===== src/rtl/div_frec_multi.sv =====
// ---------------------------------------------------------------------------
// div_frec_multi
// Multi-channel, runtime-programmable clock-enable generator. Each channel
// runs its own divide counter and produces a one-cycle tick and a 50%-duty
// square wave. A new divisor is either parked in a shadow register and
// picked up at the terminal count, or applied immediately with a restart.
//
// Optional feature: define DIV_FREC_SYNC_EN to add the sync_i port, which
// restarts every channel in phase and applies any pending divisor.
//
// Ports:
//   clk      in   system clock, rising edge
//   rst_n    in   asynchronous active-low reset
//   en_i     in   [N_CH]  per-channel count enable
//   cfg_we   in   divisor write strobe (single cycle)
//   cfg_ch   in   [4]     target channel; values >= N_CH are ignored
//   cfg_div  in   [CNT_W] divisor value
//   cfg_now  in   1 = apply immediately, 0 = apply at next terminal count
//   sync_i   in   (DIV_FREC_SYNC_EN only) phase-aligned restart of all channels
//   tick_o   out  [N_CH]  one-cycle pulse every div+1 enabled cycles
//   sq_o     out  [N_CH]  square wave, toggles at every terminal count
//   pend_o   out  [N_CH]  channel holds a divisor not yet applied
// ---------------------------------------------------------------------------

// One divider channel. The write request is already decoded for this channel.
module div_frec_ch #(
   parameter int unsigned CNT_W       = 25,
   parameter int unsigned DIV_DEFAULT = 1
) (
   input  logic             clk,
   input  logic             rst_n,
   input  logic             en_i,
   input  logic             sync_i,
   input  logic             wr_i,
   input  logic             wr_now_i,
   input  logic [CNT_W-1:0] wr_div_i,
   output logic             tick_o,
   output logic             sq_o,
   output logic             pend_o
);

   logic [CNT_W-1:0] cnt_q,    cnt_d;
   logic [CNT_W-1:0] div_q,    div_d;
   logic [CNT_W-1:0] shadow_q, shadow_d;
   logic             pend_q,   pend_d;
   logic             tick_q,   tick_d;
   logic             sq_q,     sq_d;
   logic             tc;

   always_comb begin
      cnt_d    = cnt_q;
      div_d    = div_q;
      shadow_d = shadow_q;
      pend_d   = pend_q;
      tick_d   = 1'b0;
      sq_d     = sq_q;
      tc       = 1'b0;

      if (sync_i) begin
         cnt_d = '0;
         sq_d  = 1'b0;
         if (pend_q) begin
            div_d  = shadow_q;
            pend_d = 1'b0;
         end
      end else if (en_i) begin
         if (cnt_q == div_q) begin
            tc     = 1'b1;
            cnt_d  = '0;
            tick_d = 1'b1;
            sq_d   = ~sq_q;
            if (pend_q) begin
               div_d  = shadow_q;
               pend_d = 1'b0;
            end
         end else begin
            // cnt never exceeds div, so this cannot overflow past div
            cnt_d = cnt_q + CNT_W'(1);
         end
      end

      // The write is evaluated last so it wins over sync and terminal count.
      if (wr_i) begin
         if (wr_now_i) begin
            div_d  = wr_div_i;
            cnt_d  = '0;
            sq_d   = 1'b0;
            tick_d = 1'b0;
            pend_d = 1'b0;
         end else if (tc) begin
            // Landing exactly on the terminal count: skip the shadow so the
            // new period starts right now rather than one period later.
            div_d  = wr_div_i;
            pend_d = 1'b0;
         end else begin
            shadow_d = wr_div_i;
            pend_d   = 1'b1;
         end
      end
   end

   always_ff @(posedge clk or negedge rst_n) begin
      if (!rst_n) begin
         cnt_q    <= '0;
         div_q    <= CNT_W'(DIV_DEFAULT);
         shadow_q <= '0;
         pend_q   <= 1'b0;
         tick_q   <= 1'b0;
         sq_q     <= 1'b0;
      end else begin
         cnt_q    <= cnt_d;
         div_q    <= div_d;
         shadow_q <= shadow_d;
         pend_q   <= pend_d;
         tick_q   <= tick_d;
         sq_q     <= sq_d;
      end
   end

   assign tick_o = tick_q;
   assign sq_o   = sq_q;
   assign pend_o = pend_q;

endmodule

module div_frec_multi #(
   parameter int unsigned N_CH        = 2,
   parameter int unsigned CNT_W       = 25,
   parameter int unsigned DIV_DEFAULT = 1
) (
   input  logic             clk,
   input  logic             rst_n,
   input  logic [N_CH-1:0]  en_i,
   input  logic             cfg_we,
   input  logic [3:0]       cfg_ch,
   input  logic [CNT_W-1:0] cfg_div,
   input  logic             cfg_now,
`ifdef DIV_FREC_SYNC_EN
   input  logic             sync_i,
`endif
   output logic [N_CH-1:0]  tick_o,
   output logic [N_CH-1:0]  sq_o,
   output logic [N_CH-1:0]  pend_o
);

   logic sync_w;

`ifdef DIV_FREC_SYNC_EN
   assign sync_w = sync_i;
`else
   assign sync_w = 1'b0;
`endif

   for (genvar g = 0; g < N_CH; g++) begin : g_ch
      logic wr_sel;

      // Channel numbers >= N_CH match no instance, so such writes vanish.
      assign wr_sel = cfg_we && (cfg_ch == 4'(g));

      div_frec_ch #(
         .CNT_W       (CNT_W),
         .DIV_DEFAULT (DIV_DEFAULT)
      ) u_ch (
         .clk      (clk),
         .rst_n    (rst_n),
         .en_i     (en_i[g]),
         .sync_i   (sync_w),
         .wr_i     (wr_sel),
         .wr_now_i (cfg_now),
         .wr_div_i (cfg_div),
         .tick_o   (tick_o[g]),
         .sq_o     (sq_o[g]),
         .pend_o   (pend_o[g])
      );
   end

endmodule


===== config.mk =====
export PLATFORM = sky130hd
export DESIGN_NAME = div_frec_multi
export DESIGN_NICKNAME = d
export VERILOG_FILES = /design/src/rtl/div_frec_multi.sv
export SDC_FILE = /design/constraint.sdc
export NUM_CORES = 1
export LEC_CHECK = 0
export CAP_MARGIN = 20
export CORE_ASPECT_RATIO = 0.75
export CORE_MARGIN = 2
export CORE_UTILIZATION = 40
export DETAILED_ROUTE_END_ITERATION = 7
export PLACE_DENSITY = 0.58
export SETUP_SLACK_MARGIN = 0.05
export SLEW_MARGIN = 0
export SYNTH_ARGS = -nofsm -noshare
export SYNTH_HDL_FRONTEND = slang
export SYNTH_SLANG_ARGS = --single-unit

===== constraint.sdc =====
create_clock -name clk -period 2.6 [get_ports clk]
set_input_delay 0.52 -clock clk [delete_from_list [all_inputs] [get_ports clk]]
set_output_delay 0.52 -clock clk [all_outputs]
set_load 0.03 [all_outputs]

Word level (Yosys, flattened, before mapping). Cells that the tools add are included.

Bits in registers: 156. Bits of input ports: 35. Bits in read-only memories: 0. Memories kept: 0. Output and inout port bits: 6. Memory bits (writable): 0. Latch bits: 0.

Magnitude comparators: 0. Multiplexer cells: 46. $add $sub $neg: 2. Shift-type cells: 0. Equal/unequal tests: 3. Divide/modulo/power cells: 0. Multiply operators: 0. Reductions and logical operators: 11. Bitwise gates (word level): 5.

Operator list (number): 25-bit two-way mux (20); 25-bit by 1-bit adder with 25-bit output (second input constant) (2); 25-bit == test (2); 1-bit two-way mux (26); 2-bit nonzero test (4); 3-bit AND reduction (2); 1-bit NOT (5); 4-bit by 1-bit == test with 1-bit output (second input constant) (1); 4-bit zero test (1); 2-bit AND reduction (2); 1-bit logical AND (2).

Depth between registers and ports, before layout.
Depth in word-level cells: 6. Mapped depth: 9. Mapped depth without buffers: 7.

By module. Synthesis repeated with hierarchy kept, for this count alone.

Cell total of the unflattened synthesis: 672. Area total of the unflattened synthesis: 7688.6 µm².

By module, submodules not included: div_frec_ch (cells each 334, seq. area each 1953.1 µm², instances 2, area an instance 3817.4 µm²); div_frec_multi (cells each 4, seq. area each 0.0 µm², instances 1, area an instance 53.8 µm²).

Least setup slack after synthesis. OpenSTA, ideal clock, no wires.

Path type: register to register. From: reg g_ch[0].u_ch.div_q[0]. To: reg g_ch[0].u_ch.shadow_q[10]. Cell stages (with the launch flop): 8. Data required time: 2.475 ns. Buffers on the path: 1. Setup time: 0.125 ns. Path slack: 0.460 ns. Clock period less this slack: 2.140 ns. Arrival: 2.016 ns. Cells stage by stage: dfstp_2 xnor2_1 nand4_1 nor4_4 nand3_2 nand3_2 buf_2 mux2_2.

Longest elaborated chain between the ends: 5.

RTL lines: from (decl) (RTL line 43) `logic [CNT_W-1:0] div_q, div_d;`; from (signal assigned) (RTL line 105) `div_q <= CNT_W'(DIV_DEFAULT);`; from (signal assigned) (RTL line 112) `div_q <= div_d;`; 25-bit == test (RTL line 67) `if (cnt_q == div_q) begin`; 1-bit two-way mux (RTL line 67); 1-bit two-way mux (RTL line 66) `end else if (en_i) begin`; 1-bit NOT (no line); 3-bit AND reduction (no line); to (signal assigned) (RTL line 113) `shadow_q <= shadow_d;`; to (decl) (RTL line 44) `logic [CNT_W-1:0] shadow_q, shadow_d;`.

No other way between the ends. A chain may end at the register's enable or synchronous reset.

Worst setup path after layout.
From: reg g_ch[0].u_ch.cnt_q[21]. To: reg g_ch[0].u_ch.div_q[4].

Longest elaborated chain between the ends: 6. Elaborated cells between the ends (all ways): 8. Those cells by class: eq/ne: 1; mux: 7.

RTL lines: from (decl) (RTL line 42) `logic [CNT_W-1:0] cnt_q, cnt_d;`; from (signal assigned) (RTL line 111) `cnt_q <= cnt_d;`; 25-bit == test * (RTL line 67); 25-bit two-way mux / 1-bit two-way mux (equally long branches) (RTL line 67); 25-bit two-way mux / 1-bit two-way mux (equally long branches) (RTL line 66); 25-bit two-way mux (RTL line 90) `end else if (tc) begin`; 25-bit two-way mux (RTL line 84) `if (wr_now_i) begin`; 25-bit two-way mux * (RTL line 83) `if (wr_i) begin`; named net g_ch[0].u_ch.div_d[4] (RTL line 43).

Mark *: on every way through the listed nets, which the timed path passes. The rest lies on a longest branch.

==> parameters.txt <==
Parameter                              Value

Synth
  Yosys cell types    38
  Share of the synthesized area in the top cell type    0.519
  Netlist Area Pre-Place    7430 um2
  Share of synthesized registers carrying an async set or reset    1.00
  Number of warnings printed during yosys synthesis    0
  Number of synthesized register bits    156
  Synthesized area per cell    11.8 um2
  Post-synth EDFFs    0
  Sequential-to-total area share from yosys stat    0.526
  Synth area leaders    dfrtp_1 52%, xnor2_1 7.3%, a221o_1 6.7%
  Post-synth top flop    dfrtp_1
  Synthesized instance count    630
  Biggest area consumer among synthesized cells    dfrtp_1
  Number of nets produced by synthesis    667

Floorplanning
  Initial cell density of the core    0.405
  Area of the core    18,300 um2
  Die boundary height    122 um
  Horizontal die dimension    161 um
  Total Die Area    19,700 um2
  Top-Level Pins    41
  Number of cell rows    43

Global route
  Vias in the first global route    5,077
  Total overflow reported by the global router    0
  Largest net degree at the start of global routing    71
  Antenna violations before repair    0
  Global-route wire length before repair    29.2 mm
  GRT Overall Usage    0.194

Finish
  Post-route cell area    9000 um2
  Number of filler cells placed in the layout    1,616
  Antenna fix cells    0
  Number of standard cells in the final layout excluding fillers    947
  Relative area change from synthesis to final layout    21.1%
  Fraction of final layout cells sized beyond drive strength 1    0.184
  Total number of nets in the final design    724

Clocking
  Clock net sink count    156
  Root buffer selected by CTS    clkbuf_16
  Clock network latency to the later pin of the worst-skew pair    0.43 ns
  TritonCTS clock tree    done
  Number of buffers inserted for hold repair after clock tree synthesis    0
  Clock transition time at the flip-flop clock pins of the worst setup and hold paths    0.06 ns
  Number of H-tree levels    4
  Bufs on Longest Clock Path    2
  TritonCTS Buffers    17

Power
  Pwr/cell area    827 nW/um2
  Power after layout    0.00744 W
  Worst VDD drop    0.000383 V
  Leakage power    4.01 nW

Routing
  Count of vias placed by the detailed router    4,960
  Average routed wire per standard cell    18.9 um
  Final Routed Wirelength    17.9 mm
  Drt pass-1 iters    4
  Drt drc    0
  Antenna-violating nets left    0
  Count of routing violations after the opening detailed-route iteration    444
  Drt via density    5.24

Worst setup path
  Data arrival time of the critical path    2.79 ns
  List of cells traversed by the critical path    xnor2_1, nand4_1, nor4_4, nand3_4, buf_4, a21o_1, buf_12, a221o_1
  Crit Path Class    reg -> reg
  Critical path's slowest cell    dfrtp_1
  Maximum cell stage delay along the critical path    0.44 ns
  Launching element type of the critical path    flop
  Capturing element type of the critical path    flop
  Critical Path Fanout Max    25
  Required arrival time at the worst endpoint    2.90 ns

Timing
  Hold Worst Slack    0.119 ns
  Worst clock skew    0.00898 ns
  Setup repair after global routing missed its margin    no
  Achievable Freq    402 MHz
  # setup viols final    0
  Slew @ Worst Pin    0.703 ns
  Shortest clock period the worst path allows after layout    2.49 ns
  Ratio of final minimum period to clock period    0.957
  Worst rel slew slack    0.531
  Final max-slew violation count    0
  Number of hold-slack violations in the final timing report    0

Placement
  Port Buffer Count    40
  Post-DP HPWL    12.5 mm
  Placed Instances    912
  RePlAce Congestion    0.843
  Post-detailed-placement cell area    8300 um2

Run
  Count of maximum capacitance violations    0

Run status
  Result of the run    completed

Min path
  Hold Crit Class    in -> async
-- power by group --
part | switching, W | internal [W] | total, W
combinational | 0.000618 | 0.000775 | 0.00139
sequential | 0.000435 | 0.00289 | 0.00332
clock | 0.000996 | 0.00173 | 0.00273
total | 0.00205 | 0.00539 | 0.00744
-- layout make-up --
| class | count | area [um2] | area share |
|---|---|---|---|
| Multi-Input combinational cell | 432 | 3330 | 0.370 |
| Timing Repair Buffer | 73 | 787 | 0.0875 |
| Inverter | 7 | 26.3 | 0.00292 |
| Tap cell | 247 | 309 | 0.0343 |
| Sequential cell | 156 | 3910 | 0.434 |
| Clock buffer | 21 | 450 | 0.0501 |
| Clock inverter | 11 | 190 | 0.0211 |
-- cell usage in the layout, fill, tap and decap left out, drive strengths merged, types with 8 or more instances in the layout --
| cell | n |
|---|---|
| xnor2 | 62 |
| xor2 | 38 |
| and2 | 28 |
| clkbuf | 21 |
| clkdlybuf4s50 | 39 |
| nor2 | 73 |
| nor3 | 9 |
| inv | 8 |
| nand4 | 23 |
| nand3 | 21 |
| dfrtp | 154 |
| a221o | 50 |
| nand2 | 22 |
| buf | 34 |
| and3 | 30 |
| mux2 | 50 |
-- layer usage --
layer | wire length [um] | track usage
met5 | 0 | 0
met4 | 160 | 0.0502
met3 | 766 | 0.0419
met2 | 7650 | 0.270
met1 | 9320 | 0.303
-- repair_timing --
item                                    CTS  global route
resized for setup                         1             4
hold endpoints to repair                  0             0
endpoints found under the setup margin   25            23
cloned                                    1             0
pin swaps                                 1             2
buffers inserted                          0             2
-- final timing paths --
check                                                           from                                    end  slack (ns)  depth (start not counted)
worst min-delay path                                           rst_n   g_ch[0].u_ch.shadow_q[6]$_DFFE_PN0P_        0.12                          1
worst min register to register  g_ch[1].u_ch.shadow_q[2]$_DFFE_PN0P_        g_ch[1].u_ch.div_q[2]$_DFF_PN0_        0.50                          1
min in group clk                g_ch[1].u_ch.shadow_q[2]$_DFFE_PN0P_        g_ch[1].u_ch.div_q[2]$_DFF_PN0_        0.50                          1
worst max-delay path                g_ch[0].u_ch.cnt_q[21]$_DFF_PN0_        g_ch[0].u_ch.div_q[4]$_DFF_PN0_        0.11                          8
max in group asynchronous                                      rst_n  g_ch[0].u_ch.shadow_q[20]$_DFFE_PN0P_        1.85                          2
worst max register to register      g_ch[0].u_ch.cnt_q[21]$_DFF_PN0_        g_ch[0].u_ch.div_q[4]$_DFF_PN0_        0.11                          8
-- state kept, by name, summed over array words and instances, names as in the netlist --
name / cells
g_ch.u_ch.div_q: 50
g_ch.u_ch.tick_o: 2
g_ch.u_ch.shadow_q: 50
g_ch.u_ch.sq_o: 2
g_ch.u_ch.cnt_q: 50
g_ch.u_ch.pend_o: 2
-- cell families after synthesis --
group,Yosys count,share of synthesized area
and+or+nand+nor,221,0.159
DFF,156,0.526
xor gates and xnor gates,100,0.118
AOI/OAI and AO/OA,56,0.0738
muxes,52,0.0886
buffers and inverters,43,0.0317
adders and majority gates,2,0.00337
-- per-stage QoR --
stage	utilization	TNS (ns)	setup WS, ns
after global routing	0.490	0	0.0486
after CTS	0.488	0	0.0953
final	0.490	0	0.113
after global placement	0.452	-0.961	-0.0310
after detailed placement	0.452	-3.45	-0.102
after floorplan	-	0	0.460
-- Yosys cell counts (3+ instances only) --
cell type	number
buf_6	5
and3_1	30
mux2_4	20
clkbuf_1	14
nand3_1	18
nand2_1	22
inv_1	7
and2_1	28
nor2_1	73
buf_4	6
buf_2	11
dfrtp_1	154
a221o_1	50
nand3_2	3
xor2_1	38
mux2_2	30
nor4_1	3
xnor2_1	62
nand4_1	23
nor3_1	9
-- critical path: cells and delay by family (launching register included) --
kind	cells	cell delay [ns]
simple gates	3	0.70
flops	1	0.44
compound gates	2	0.52
buf+inv	2	0.37
xor+xnor	1	0.33
Note: power is estimated with default switching activity, not from simulation.
